### config.mk
export PLATFORM = sky130hd
export DESIGN_NAME = stream_mux_rr
export DESIGN_NICKNAME = d
export VERILOG_FILES = /design/src/rtl/stream_pkg.sv /design/src/rtl/rr_arbiter.sv /design/src/rtl/stream_mux_rr.sv
export SDC_FILE = /design/constraint.sdc
export NUM_CORES = 1
export LEC_CHECK = 0
export CAP_MARGIN = 20
export CORE_UTILIZATION = 36
export DETAILED_ROUTE_END_ITERATION = 8
export PLACE_DENSITY = 0.81
export SLEW_MARGIN = 5
export SYNTH_ARGS = -nofsm -noshare
export SYNTH_HDL_FRONTEND = slang
export SYNTH_HIERARCHICAL = 1
export SYNTH_SLANG_ARGS = --single-unit
export TNS_END_PERCENT = 20
### constraint.sdc
create_clock -name clk -period 1.72 [get_ports clk]
set_input_delay 0.344 -clock clk [delete_from_list [all_inputs] [get_ports clk]]
set_output_delay 0.344 -clock clk [all_outputs]
set_load 0.005 [all_outputs]
### src/rtl/stream_pkg.sv
`default_nettype none
// +--------------------------------------------------------------------------+
// | Module  : stream_pkg                                                     |
// | Purpose : shared mode constants and width helper for the stream mux      |
// | Rev     : 1.0  initial release                                           |
// +--------------------------------------------------------------------------+
package stream_pkg;

   localparam int MODE_SEL = 0;
   localparam int MODE_RR  = 1;

   // Index width for n items, never below one bit so a 1-bit select still exists.
   function automatic int clog2_min1(input int n);
      int r;
      r = 0;
      while ((1 << r) < n) r++;
      return (r < 1) ? 1 : r;
   endfunction

endpackage
`default_nettype wire

### src/rtl/rr_arbiter.sv
`default_nettype none
// +--------------------------------------------------------------------------+
// | Module  : rr_arbiter                                                     |
// | Purpose : round-robin grant among N requesters, pointer moves on advance |
// | Rev     : 1.0  initial release                                           |
// +--------------------------------------------------------------------------+
module rr_arbiter
   import stream_pkg::*;
#(
   parameter int N = 2,
   localparam int SELW = clog2_min1(N)
) (
   input  logic            clk,
   input  logic            rst_n,
   input  logic [N-1:0]    req,
   input  logic            advance,
   output logic [N-1:0]    grant,
   output logic [SELW-1:0] grant_idx
);

   localparam logic [SELW:0]   c_num  = (SELW+1)'(N);
   localparam logic [SELW-1:0] c_last = SELW'(N-1);

   logic [SELW-1:0] ptr_q;
   logic [SELW-1:0] ptr_d;
   logic [SELW:0]   cand;

   // Scan ptr, ptr+1, ... modulo N; first requester found wins.
   always_comb begin
      grant     = '0;
      grant_idx = '0;
      cand      = '0;
      for (int k = 0; k < N; k++) begin
         cand = {1'b0, ptr_q} + (SELW+1)'(k);
         if (cand >= c_num) cand = cand - c_num;
         if (grant == '0 && req[cand[SELW-1:0]]) begin
            grant[cand[SELW-1:0]] = 1'b1;
            grant_idx             = cand[SELW-1:0];
         end
      end
   end

   assign ptr_d = (grant_idx == c_last) ? '0 : grant_idx + 1'b1;

   always_ff @(posedge clk) begin
      if (!rst_n) begin
         ptr_q <= '0;
      end else if (advance) begin
         ptr_q <= ptr_d;
      end
   end

endmodule
`default_nettype wire

### src/rtl/stream_mux_rr.sv
`default_nettype none
// +--------------------------------------------------------------------------+
// | Module  : stream_mux_rr                                                  |
// | Purpose : N-channel valid/ready stream mux, select or round-robin mode,  |
// |           single registered output stage                                 |
// | Rev     : 1.0  initial release                                           |
// +--------------------------------------------------------------------------+
module stream_mux_rr
   import stream_pkg::*;
#(
   parameter int WIDTH = 32,
   parameter int N     = 2,
   parameter int MODE  = 0,
   localparam int SELW = clog2_min1(N)
) (
   input  logic               clk,
   input  logic               rst_n,
   input  logic [N*WIDTH-1:0] in_data,
   input  logic [N-1:0]       in_valid,
   output logic [N-1:0]       in_ready,
   input  logic [SELW-1:0]    sel,
   output logic [WIDTH-1:0]   out_data,
   output logic [SELW-1:0]    out_chan,
   output logic               out_valid,
   input  logic               out_ready
);

   logic [N-1:0]     grant;
   logic [SELW-1:0]  grant_idx;
   logic             load;
   logic             xfer;
   logic [WIDTH-1:0] mux_data;

   logic [WIDTH-1:0] out_data_q, out_data_d;
   logic [SELW-1:0]  out_chan_q, out_chan_d;
   logic             out_valid_q, out_valid_d;

   assign load     = !out_valid_q || out_ready;
   assign in_ready = grant & {N{rst_n & load}};
   assign xfer     = |(in_valid & in_ready);

   generate
      if (MODE == MODE_SEL) begin : g_sel
         localparam logic [SELW:0] c_num = (SELW+1)'(N);
         // Out-of-range select grants nobody, so every producer sees ready low.
         always_comb begin
            grant     = '0;
            grant_idx = sel;
            if ({1'b0, sel} < c_num) grant[sel] = 1'b1;
         end
      end else begin : g_rr
         logic unused_sel;
         assign unused_sel = ^sel;

         rr_arbiter #(
            .N (N)
         ) u_arb (
            .clk       (clk),
            .rst_n     (rst_n),
            .req       (in_valid),
            .advance   (xfer),
            .grant     (grant),
            .grant_idx (grant_idx)
         );
      end
   endgenerate

   // Grant is one-hot or zero, so an AND-OR mux is sufficient.
   always_comb begin
      mux_data = '0;
      for (int i = 0; i < N; i++) begin
         mux_data = mux_data | (in_data[i*WIDTH +: WIDTH] & {WIDTH{grant[i]}});
      end
   end

   always_comb begin
      out_data_d  = out_data_q;
      out_chan_d  = out_chan_q;
      out_valid_d = out_valid_q;
      if (xfer) begin
         out_data_d  = mux_data;
         out_chan_d  = grant_idx;
         out_valid_d = 1'b1;
      end else if (out_ready) begin
         out_valid_d = 1'b0;
      end
   end

   always_ff @(posedge clk) begin
      if (!rst_n) begin
         out_data_q  <= '0;
         out_chan_q  <= '0;
         out_valid_q <= 1'b0;
      end else begin
         out_data_q  <= out_data_d;
         out_chan_q  <= out_chan_d;
         out_valid_q <= out_valid_d;
      end
   end

   assign out_data  = out_data_q;
   assign out_chan  = out_chan_q;
   assign out_valid = out_valid_q;

endmodule
`default_nettype wire
==> results of run 1 <==
[layout by cell type (no fill, tap or decap)]
| cell type | Yosys | routed |
|---|---|---|
| inv_2 | 1 | 1 |
| nand2_1 | 33 | 33 |
| dlygate4sd2_1 | 0 | 1 |
| clkbuf_1 | 3 | 1 |
| buf_12 | 0 | 2 |
| nand2b_1 | 1 | 1 |
| buf_4 | 0 | 4 |
| clkdlybuf4s15_1 | 0 | 1 |
| mux2i_1 | 64 | 64 |
| clkinv_2 | 0 | 1 |
| a21boi_1 | 1 | 1 |
| clkbuf_8 | 0 | 6 |
| nor2_1 | 2 | 2 |
| a21oi_1 | 1 | 1 |
| mux2_4 | 1 | 1 |
| clkdlybuf4s50_1 | 0 | 102 |
| buf_2 | 4 | 1 |
| dfxtp_1 | 34 | 34 |
| a311oi_1 | 1 | 1 |
| o21ai_1 | 1 | 1 |
| nand3_4 | 1 | 1 |
[cells by family after synthesis]
family	after synthesis
mux	65
flops	34
compound gates	4
simple gates	37
buf+inv	12
[power by group]
| part | switching [mW] | leakage [nW] | internal [mW] |
|---|---|---|---|
| clock | 0.273 | 0.0482 | 0.323 |
| sequential | 0.0361 | 0.281 | 0.865 |
| combinational | 0.172 | 0.966 | 0.370 |
| total | 0.481 | 1.30 | 1.56 |
[area by class of cell]
type	instances	area share, %
Multi-Input combinational cell	106	30.00
Tap cell	50	2.242
Inverter	1	0.1345
Timing Repair Buffer	111	39.96
Clock buffer	7	3.094
Sequential cell	34	24.39
Clock inverter	1	0.1794
[Yosys cell counts]
| library cell | n | share of area [%] |
|---|---|---|
| clkbuf_1 | 3 | 0.70 |
| buf_2 | 4 | 1.3 |
| a311oi_1 | 1 | 0.55 |
| nand3_4 | 1 | 1.1 |
| a21boi_1 | 1 | 0.47 |
| nand2_1 | 33 | 7.8 |
| mux2_4 | 1 | 0.94 |
| inv_2 | 1 | 0.23 |
| mux2i_1 | 64 | 40 |
| buf_6 | 4 | 2.8 |
| nor2_1 | 2 | 0.47 |
| a21oi_1 | 1 | 0.31 |
| dfxtp_1 | 34 | 43 |
| nand2b_1 | 1 | 0.39 |
| o21ai_1 | 1 | 0.31 |
[layer usage]
layer	track usage (%)	up-vias	part of all wire, %
li1	-	736	-
met2	29.66	74	45
met5	0	-	0
met1	18.98	630	42
met4	6.250	0	0.91
met3	8.388	5	12
[critical path: stages]
cell and delay, ps:
clkdlybuf4s50_1 450, nand2b_1 120, nand2_1 70, nor2_1 80, dlygate4sd2_1 240
[flip-flops by register name (all words and copies together) (netlist names)]
signal,count
out_chan,1
out_data,32
out_valid,1
[how the worst min path moves through the flow]
stage                       startpoint      endpoint  slack, ps  cells after the start
after floorplan            out_data[0]   out_data[0]        450                      2
after global placement    out_data[28]  out_data[28]        440                      2
after detailed placement   out_data[0]   out_data[0]        450                      2
after CTS                          sel      out_chan        370                      3
after global routing               sel      out_chan        390                      3
final                              sel      out_chan        380                      3
[timing repair]
action / in CTS / in global routing
pin swaps: 0 / 0
gates resized for setup: 2 / 1
gates cloned: 0 / 0
setup endpoints to repair: 2 / 1
hold buffers: 0 / 0
[metrics by stage]
step	setup TNS (ps)	area, um2	cells
2_1_floorplan	0	1598	152
3_3_place_gp	-2233	2700	302
3_5_place_dp	-2936	2700	302
4_1_cts	0	2789	310
5_1_grt	0	2790	310
6_report	0	2790	310
==> impl_metrics.json, run 1 <==
{
  "rsz0062_at_grt": "false",
  "grt_overflow": 0,
  "r2r-start": "out_valid",
  "synth_top_family_by_area": "multiplexers",
  "max-slew-margin-rel_pct": 74.34,
  "io_pins": 106,
  "reg2reg_depth": 5,
  "h-tree-depth": 2,
  "path_max_fanout": 2,
  "critPathArrivalTime_ps": 1300,
  "synth.avg_cell_area_um2": 10.51,
  "cp-endpoint": "in_ready[0]",
  "clk_latency_ps": 280,
  "ys_types": 15,
  "maxCapViolCount": 0,
  "r2r_end": "out_data[20]",
  "layout_setup_ws_ps": 76.92,
  "timing.critical_path.from": "out_ready",
  "syn_nets": 222,
  "post-route-period-util_pct": 95.53,
  "ir_drop_uv": 422.3,
  "fillCellCount": 315,
  "finalWirelength_mm": 3.974,
  "timing.fmax_mhz": 608.6,
  "grt_pass1_vias": 1352,
  "min_path_type": "input port to register",
  "synthMuxAreaShare_pct": 41.03,
  "post-dp-hpwl_mm": 3.059,
  "cts_tree": "done",
  "synthCells": 152,
  "drt_iter0_markers": 81,
  "r2r_slack_ps": 600,
  "drive_gt1_share_pct": 6.538,
  "hold_slack_ps": 382.3,
  "critPathKind": "input port to output port",
  "clockBufferDepth": 2,
  "powerDensity_nw_per_um2": 730.8,
  "period_needed_ps": 1643,
  "viasPerCell": 4.661,
  "post_drt_wl_per_cell_um": 12.82,
  "root_buffer": "clkbuf_8",
  "nets": 329,
  "ff_latch_area_um2": 680.7,
  "synth_area_um2": 1598,
  "areaGrowthSynthToFinish_pct": 74.63,
  "drc_errors": 0,
  "finClkSkew_ps": 2.814,
  "worstMarginPinSlew_ps": 384.8,
  "die-area_um2": 4709,
  "post_cts.repair.setup_buffers": 0,
  "cts.sinks": 34,
  "vias": 1445,
  "grt_use_total_pct": 17.55,
  "dr.pass1.iters": 3,
  "required_ps": 1380,
  "synth-seq-cells": 34,
  "place.gp.congestion": 0.6268,
  "multi_input_area_um2": 837.1,
  "drv_slew": 0,
  "initial_core_util_pct": 38.56,
  "p_leak_nw": 1.296,
  "synthAdderAreaFrac_pct": 0,
  "synth_warnings": 6,
  "ys_seq_area_share_pct": 42.60,
  "die_h_um": 68.62,
  "outcome": "finished clean",
  "postRouteAntennaNets": 0,
  "p_total_mw": 2.039,
  "fin_util_pct": 67.33,
  "synthSimpleGateAreaFrac_pct": 9.710,
  "synth_compound_area_share_pct": 1.644,
  "antenna_found_initial": 0,
  "die_w_um": 68.62,
  "end_kind": "output port",
  "hold_violations": 0,
  "synth_xor_xnor_area_share_pct": 0,
  "cts_buffers": 5,
  "n_antenna_cell": 0,
  "worstSetupStartpointType": "input port",
  "rows": 23,
  "setup_violations": 0,
  "grt_max_degree": 36,
  "core_area_um2": 4144,
  "clkTransAtPathRegs_ps": 60,
  "pre_cts_slack_ps": -243.2,
  "portBuffers": 105,
  "grt_first_pass_wirelength_mm": 5.968
}
Note: power is estimated with default switching activity, not from simulation.
==> inputs of run 2 (changes only) <==
ABC_AREA = 1   (was unset)
CORE_UTILIZATION = 39   (was 36)
CTS_BUF_LIST = sky130_fd_sc_hd__clkbuf_4 sky130_fd_sc_hd__clkbuf_8 sky130_fd_sc_hd__clkbuf_16   (was unset)
PLACE_DENSITY = 0.8   (was 0.81)
==> run 2 against run 1 <==
Compared with the run above:
- critical path depth up 1
- routed wire length is 31% higher
- first-iteration DRC count grew 23%
- power rose by 3.8%
- sequential share of layout area is 2.9 points lower
- fmax up 0.96%
- utilization down 1.3 points
- non-clock buffer count grew 6
- sequential power shrank 2%
- via count increased by 55%
- clock power increased by 4.9%
- design area increased by 13%
==> impl_metrics.json, run 2 <==
{
  "post_drt_wl_per_cell_um": 10.53,
  "synth_area_um2": 1953,
  "outcome": "finished clean",
  "clkTransAtPathRegs_ps": 70,
  "die_w_um": 72.77,
  "synthTopCellsByCount": "nand2_1 (131), dfxtp_1 (34), inv_1 (34), nor2_1 (34), nand3_1 (33)",
  "fin_util_pct": 66.01,
  "cts_buffers": 5,
  "rsz0062_at_grt": "false",
  "synth-main-ff-cell": "dfxtp_1",
  "whs_path_depth": 2,
  "finalWirelength_mm": 5.212,
  "switchingPower_mw": 0.5614,
  "antenna_found_initial": 0,
  "fin_area_um2": 3159,
  "period_needed_ps": 1628,
  "hold_buffers": 0,
  "root_buffer": "clkbuf_8",
  "path_max_fanout": 2,
  "yosysTopAreaCell": "dfxtp_1",
  "max-slew-margin-rel_pct": 85.63,
  "internal_power_mw": 1.555,
  "post-route-period-util_pct": 94.62,
  "synthCells": 328,
  "rows": 25,
  "dr.pass1.iters": 4,
  "worstMarginPinSlew_ps": 214.8,
  "drc_errors": 0,
  "end_kind": "output port",
  "ys_seq_area_share_pct": 34.85,
  "die_h_um": 72.77,
  "syn_nets": 398,
  "powerDensity_nw_per_um2": 669.9,
  "combPwrFrac_pct": 28.8,
  "largest_register_ffs": 32,
  "h-tree-depth": 2,
  "cts_tree": "done",
  "critPathKind": "input port to output port",
  "n_antenna_cell": 0,
  "p_clk_share_pct": 29.5,
  "viasPerCell": 4.519,
  "p_sw_share_pct": 26.53,
  "yosysMostFrequentCell": "nand2_1",
  "required_ps": 1380,
  "synth_edf_count": 0,
  "clockBufferDepth": 2,
  "areaGrowthSynthToFinish_pct": 61.76,
  "final_cell_mix": "nand2_1 (131), clkdlybuf4s50_1 (102), inv_1 (34), nor2_1 (34), dfxtp_1 (34)",
  "grt_use_total_pct": 20.56,
  "nets": 497,
  "place.gp.congestion": 0.7531,
  "reg2reg_depth": 7,
  "synth.avg_cell_area_um2": 5.955,
  "synth.area.top_cells": "dfxtp_1 (35%), nand2_1 (25%), nand3_1 (8.5%)",
  "ys_async_sr_fraction_pct": 0,
  "final_cells": 495,
  "grt_max_degree": 44,
  "ff_latch_area_um2": 680.7,
  "post_cts.repair.setup_buffers": 0,
  "clk_latency_ps": 290,
  "core_area_um2": 4786,
  "yosysTopAreaCellShare_pct": 34.85,
  "ir_drop_uv": 398.0,
  "io_pins": 106,
  "min_path_type": "register to register",
  "drive_gt1_share_pct": 5.374,
  "hold_violations": 0,
  "postRouteAntennaNets": 0,
  "multi_input_area_um2": 985.9,
  "worstSetupStartpointType": "input port",
  "dp_cells": 487,
  "drv_slew": 0,
  "p_seq_share_pct": 41.7,
  "setup_violations": 0,
  "synth-seq-cells": 34,
  "grt_overflow": 0,
  "grt_pass1_vias": 2101,
  "die-area_um2": 5295,
  "portBuffers": 105,
  "finClkSkew_ps": 3.217,
  "p_leak_nw": 1.548,
  "ys_types": 15,
  "initial_core_util_pct": 40.81,
  "r2r_slack_ps": 430,
  "drt_iter0_markers": 100,
  "mostFrequentLayoutCell": "nand2_1",
  "grt_first_pass_wirelength_mm": 8.542,
  "vias": 2237,
  "timing.fmax_mhz": 614.4,
  "maxCapViolCount": 0,
  "fillCellCount": 461,
  "p_total_mw": 2.116,
  "cts.sinks": 34,
  "placed_area_um2": 3063,
  "critPathArrivalTime_ps": 1280,
  "synth_warnings": 6,
  "post-dp-hpwl_mm": 3.799
}
==> run 2: repair_timing <==
action | CTS | global route
pin swaps | 0 | 1
gates resized for setup | 3 | 2
endpoints found under the setup margin | 2 | 4
==> run 2: kinds of logic (layout without fill, tap and decap cells) <==
logic type / count (synthesis) / in the layout / synth area share (%)
AO/OA/AOI/OAI: 33 / 33 / 8.584
flip-flops: 34 / 34 / 34.85
AND/OR/NAND/NOR: 201 / 201 / 41.90
buffers and inverters: 60 / 160 / 14.67
==> run 2: critical path, stage by stage <==
cell and delay (ps):
clkdlybuf4s50_1 450, inv_1 50, nand2_2 50, nand2_1 60, nor2_1 80, dlygate4sd2_1 250
==> run 2: metal layers <==
metal	GRT usage, %	routed length (um)	up-vias
li1	-	-	1194
met1	20.94	2166	959
met2	38.01	2507	74
met3	7.320	442	10
met4	8.279	96	0
met5	0	0	-
==> run 2: layout make-up <==
type	count	area share, %
Clock buffer	7	2.851
Timing Repair Buffer	117	37.35
Sequential cell	34	21.54
Inverter	35	4.238
Clock inverter	1	0.1584
Tap cell	67	2.653
Multi-Input combinational cell	234	31.21
==> run 2: per-stage QoR <==
stage          setup TNS, ps  hold slack (ps)  setup slack, ps
3_5_place_dp           -4685            456.3           -242.5
5_1_grt                    0            507.5           0.6783
6_report                   0            464.9            92.47
3_3_place_gp           -4146            448.3           -244.4
4_1_cts                    0            469.1            83.08
2_1_floorplan              0            454.3            499.5
==> run 2: power groups by stage <==
stage / logic (mW) / registers (mW) / clock network (mW)
final: 0.609 / 0.883 / 0.624
after global routing: 0.678 / 0.890 / 0.680
after CTS: 0.613 / 0.883 / 0.637
after detailed placement: 0.612 / 0.901 / 0
after global placement: 0.603 / 0.898 / 0
after floorplan: 0.266 / 0.907 / 0
==> run 2: worst paths after layout <==
kind	from	endpoint
max	out_ready	in_ready[0]
min	out_chan	out_chan
max reg2reg	out_valid	out_data[16]
min reg2reg	out_chan	out_chan
==> inputs of run 3 (changes only) <==
ABC_AREA = unset   (was 1)
CAP_MARGIN = 10   (was 20)
CORE_UTILIZATION = 36   (was 39)
PLACE_DENSITY = 0.81   (was 0.8)
==> run 3 against run 2 <==
Compared with the run above:
- final cell count shrank 37%
- flip-flop and latch count is the same
- global-route usage decreased by 3.0 points
- hold slack got worse by 83 ps
- power is 2.9% lower
- setup slack worse by 16 ps
- die area fell by 11%
- critical path depth is 1 lower
- first-iteration DRC count shrank 19%
- via count decreased by 35%
- fmax is 0.95% lower
- clock skew barely moved
- critical path type unchanged
- critical endpoint unchanged
- largest cell class unchanged
- highest routed layer unchanged
==> impl_metrics.json, run 3 (synthesized netlist as in run 1, its figures left out) <==
{
  "outcome": "finished clean",
  "pre_cts_slack_ps": -243.2,
  "timing.critical_path.from": "out_ready",
  "r2r_end": "out_data[20]",
  "finClkSkew_ps": 2.814,
  "h-tree-depth": 2,
  "p_sw_share_pct": 23.38,
  "maxCapViolCount": 0,
  "layout_setup_ws_ps": 76.92,
  "mostFrequentLayoutCell": "clkdlybuf4s50_1",
  "hold_start": "sel",
  "die-area_um2": 4709,
  "r2r-start": "out_valid",
  "cts_tree": "done",
  "max-slew-margin-rel_pct": 74.34,
  "root_buffer": "clkbuf_8",
  "finalWirelength_mm": 3.973,
  "internal_power_mw": 1.574,
  "die_w_um": 68.62,
  "grt_max_degree": 36,
  "min_path_type": "input port to register",
  "post-dp-hpwl_mm": 3.059,
  "grt_pass1_vias": 1352,
  "drv_slew": 0,
  "end_kind": "output port",
  "cp-endpoint": "in_ready[0]",
  "grt_first_pass_wirelength_mm": 5.968,
  "viasPerCell": 4.661,
  "drc_errors": 0,
  "combPwrFrac_pct": 26.4,
  "cts_buffers": 5,
  "switchingPower_mw": 0.4804,
  "placed_area_um2": 2700,
  "rsz0062_at_grt": "false",
  "cts.sinks": 34,
  "ir_drop_uv": 422.7,
  "fin_area_um2": 2794,
  "period_needed_ps": 1643,
  "fillCellCount": 315,
  "antenna_found_initial": 0,
  "postRouteAntennaNets": 0,
  "clockBufferDepth": 2,
  "post_drt_wl_per_cell_um": 12.82,
  "vias": 1445,
  "r2r_slack_ps": 600,
  "dr.pass1.iters": 3,
  "initial_core_util_pct": 38.56,
  "nets": 329,
  "reg2reg_depth": 5,
  "dp_cells": 302,
  "hold_buffers": 0,
  "io_pins": 106,
  "powerDensity_nw_per_um2": 735.4,
  "post_cts.repair.setup_buffers": 0,
  "p_total_mw": 2.055,
  "hold_violations": 0,
  "grt_overflow": 0,
  "fin_util_pct": 67.42,
  "worstMarginPinSlew_ps": 384.8,
  "setup_violations": 0,
  "critPathKind": "input port to output port",
  "n_antenna_cell": 0,
  "required_ps": 1380,
  "portBuffers": 105,
  "post-route-period-util_pct": 95.53,
  "critPathArrivalTime_ps": 1300,
  "drive_gt1_share_pct": 6.923,
  "path_max_fanout": 2,
  "final_cells": 310,
  "timing.fmax_mhz": 608.6,
  "worstSetupStartpointType": "input port",
  "drt_iter0_markers": 81,
  "clk_latency_ps": 280,
  "grt_use_total_pct": 17.55,
  "hold_slack_ps": 382.3,
  "p_clk_share_pct": 29.7,
  "timing.setup.tns_ps": 0,
  "clkTransAtPathRegs_ps": 60,
  "areaGrowthSynthToFinish_pct": 74.86,
  "final_cell_mix": "clkdlybuf4s50_1 (102), mux2i_1 (64), dfxtp_1 (34)",
  "die_h_um": 68.62,
  "p_leak_nw": 1.299,
  "rows": 23,
  "p_seq_share_pct": 43.9,
  "place.gp.congestion": 0.6268,
  "core_area_um2": 4144,
  "largest_register_ffs": 32
}
run 3: cell count changes in the layout (fill, tap and decap cells not counted), sizes merged, moves of 2 or more:
cell,change
nand2,-99
nor2,-32
nand3,-32
nand4,-2
buf,-5
mux2i,+64
a21oi,-31
inv,-34
run 3: layer usage:
layer	global-route usage [%]	share of wire, %	vias to the layer above
met5	0	0	-
met4	6.250	0.91	0
met3	8.388	12	5
met2	29.66	45	74
met1	18.98	42	630
li1	-	-	736
run 3: worst max-delay path, cell delays in order:
cell and delay [ps]:
clkdlybuf4s50_1 450, nand2b_1 120, nand2_1 70, nor2_1 80
dlygate4sd2_1 240
run 3: area by class of cell:
class / count / area (um2) / share of cell area (%)
repair buffers: 111 / 1115 / 39.90
multi-input cells: 106 / 837.1 / 29.96
flip-flops and latches: 34 / 680.7 / 24.36
clock buffers: 7 / 90.09 / 3.224
well taps: 50 / 62.56 / 2.239
clock inverters: 1 / 5.005 / 0.1791
inverters: 1 / 3.754 / 0.1343
run 3: timing repair:
item	in CTS	in global routing
gates resized for setup	2	1
endpoints found under the setup margin	2	1
gates cloned	0	0
run 3: how the worst min path moves through the flow:
stage	to	depth (start not counted)
global placement	out_data[28]	2
finish	out_chan	3
global route	out_chan	3
floorplan	out_data[0]	2
CTS	out_chan	3
detailed placement	out_data[0]	2
run 3: power by group through the flow:
stage / Combinational, mW / Clock, mW / Sequential, mW
final: 0.542 / 0.611 / 0.902
after global routing: 0.591 / 0.667 / 0.911
after CTS: 0.551 / 0.642 / 0.902
after detailed placement: 0.551 / 0 / 0.919
after global placement: 0.544 / 0 / 0.916
after floorplan: 0.193 / 0 / 0.927
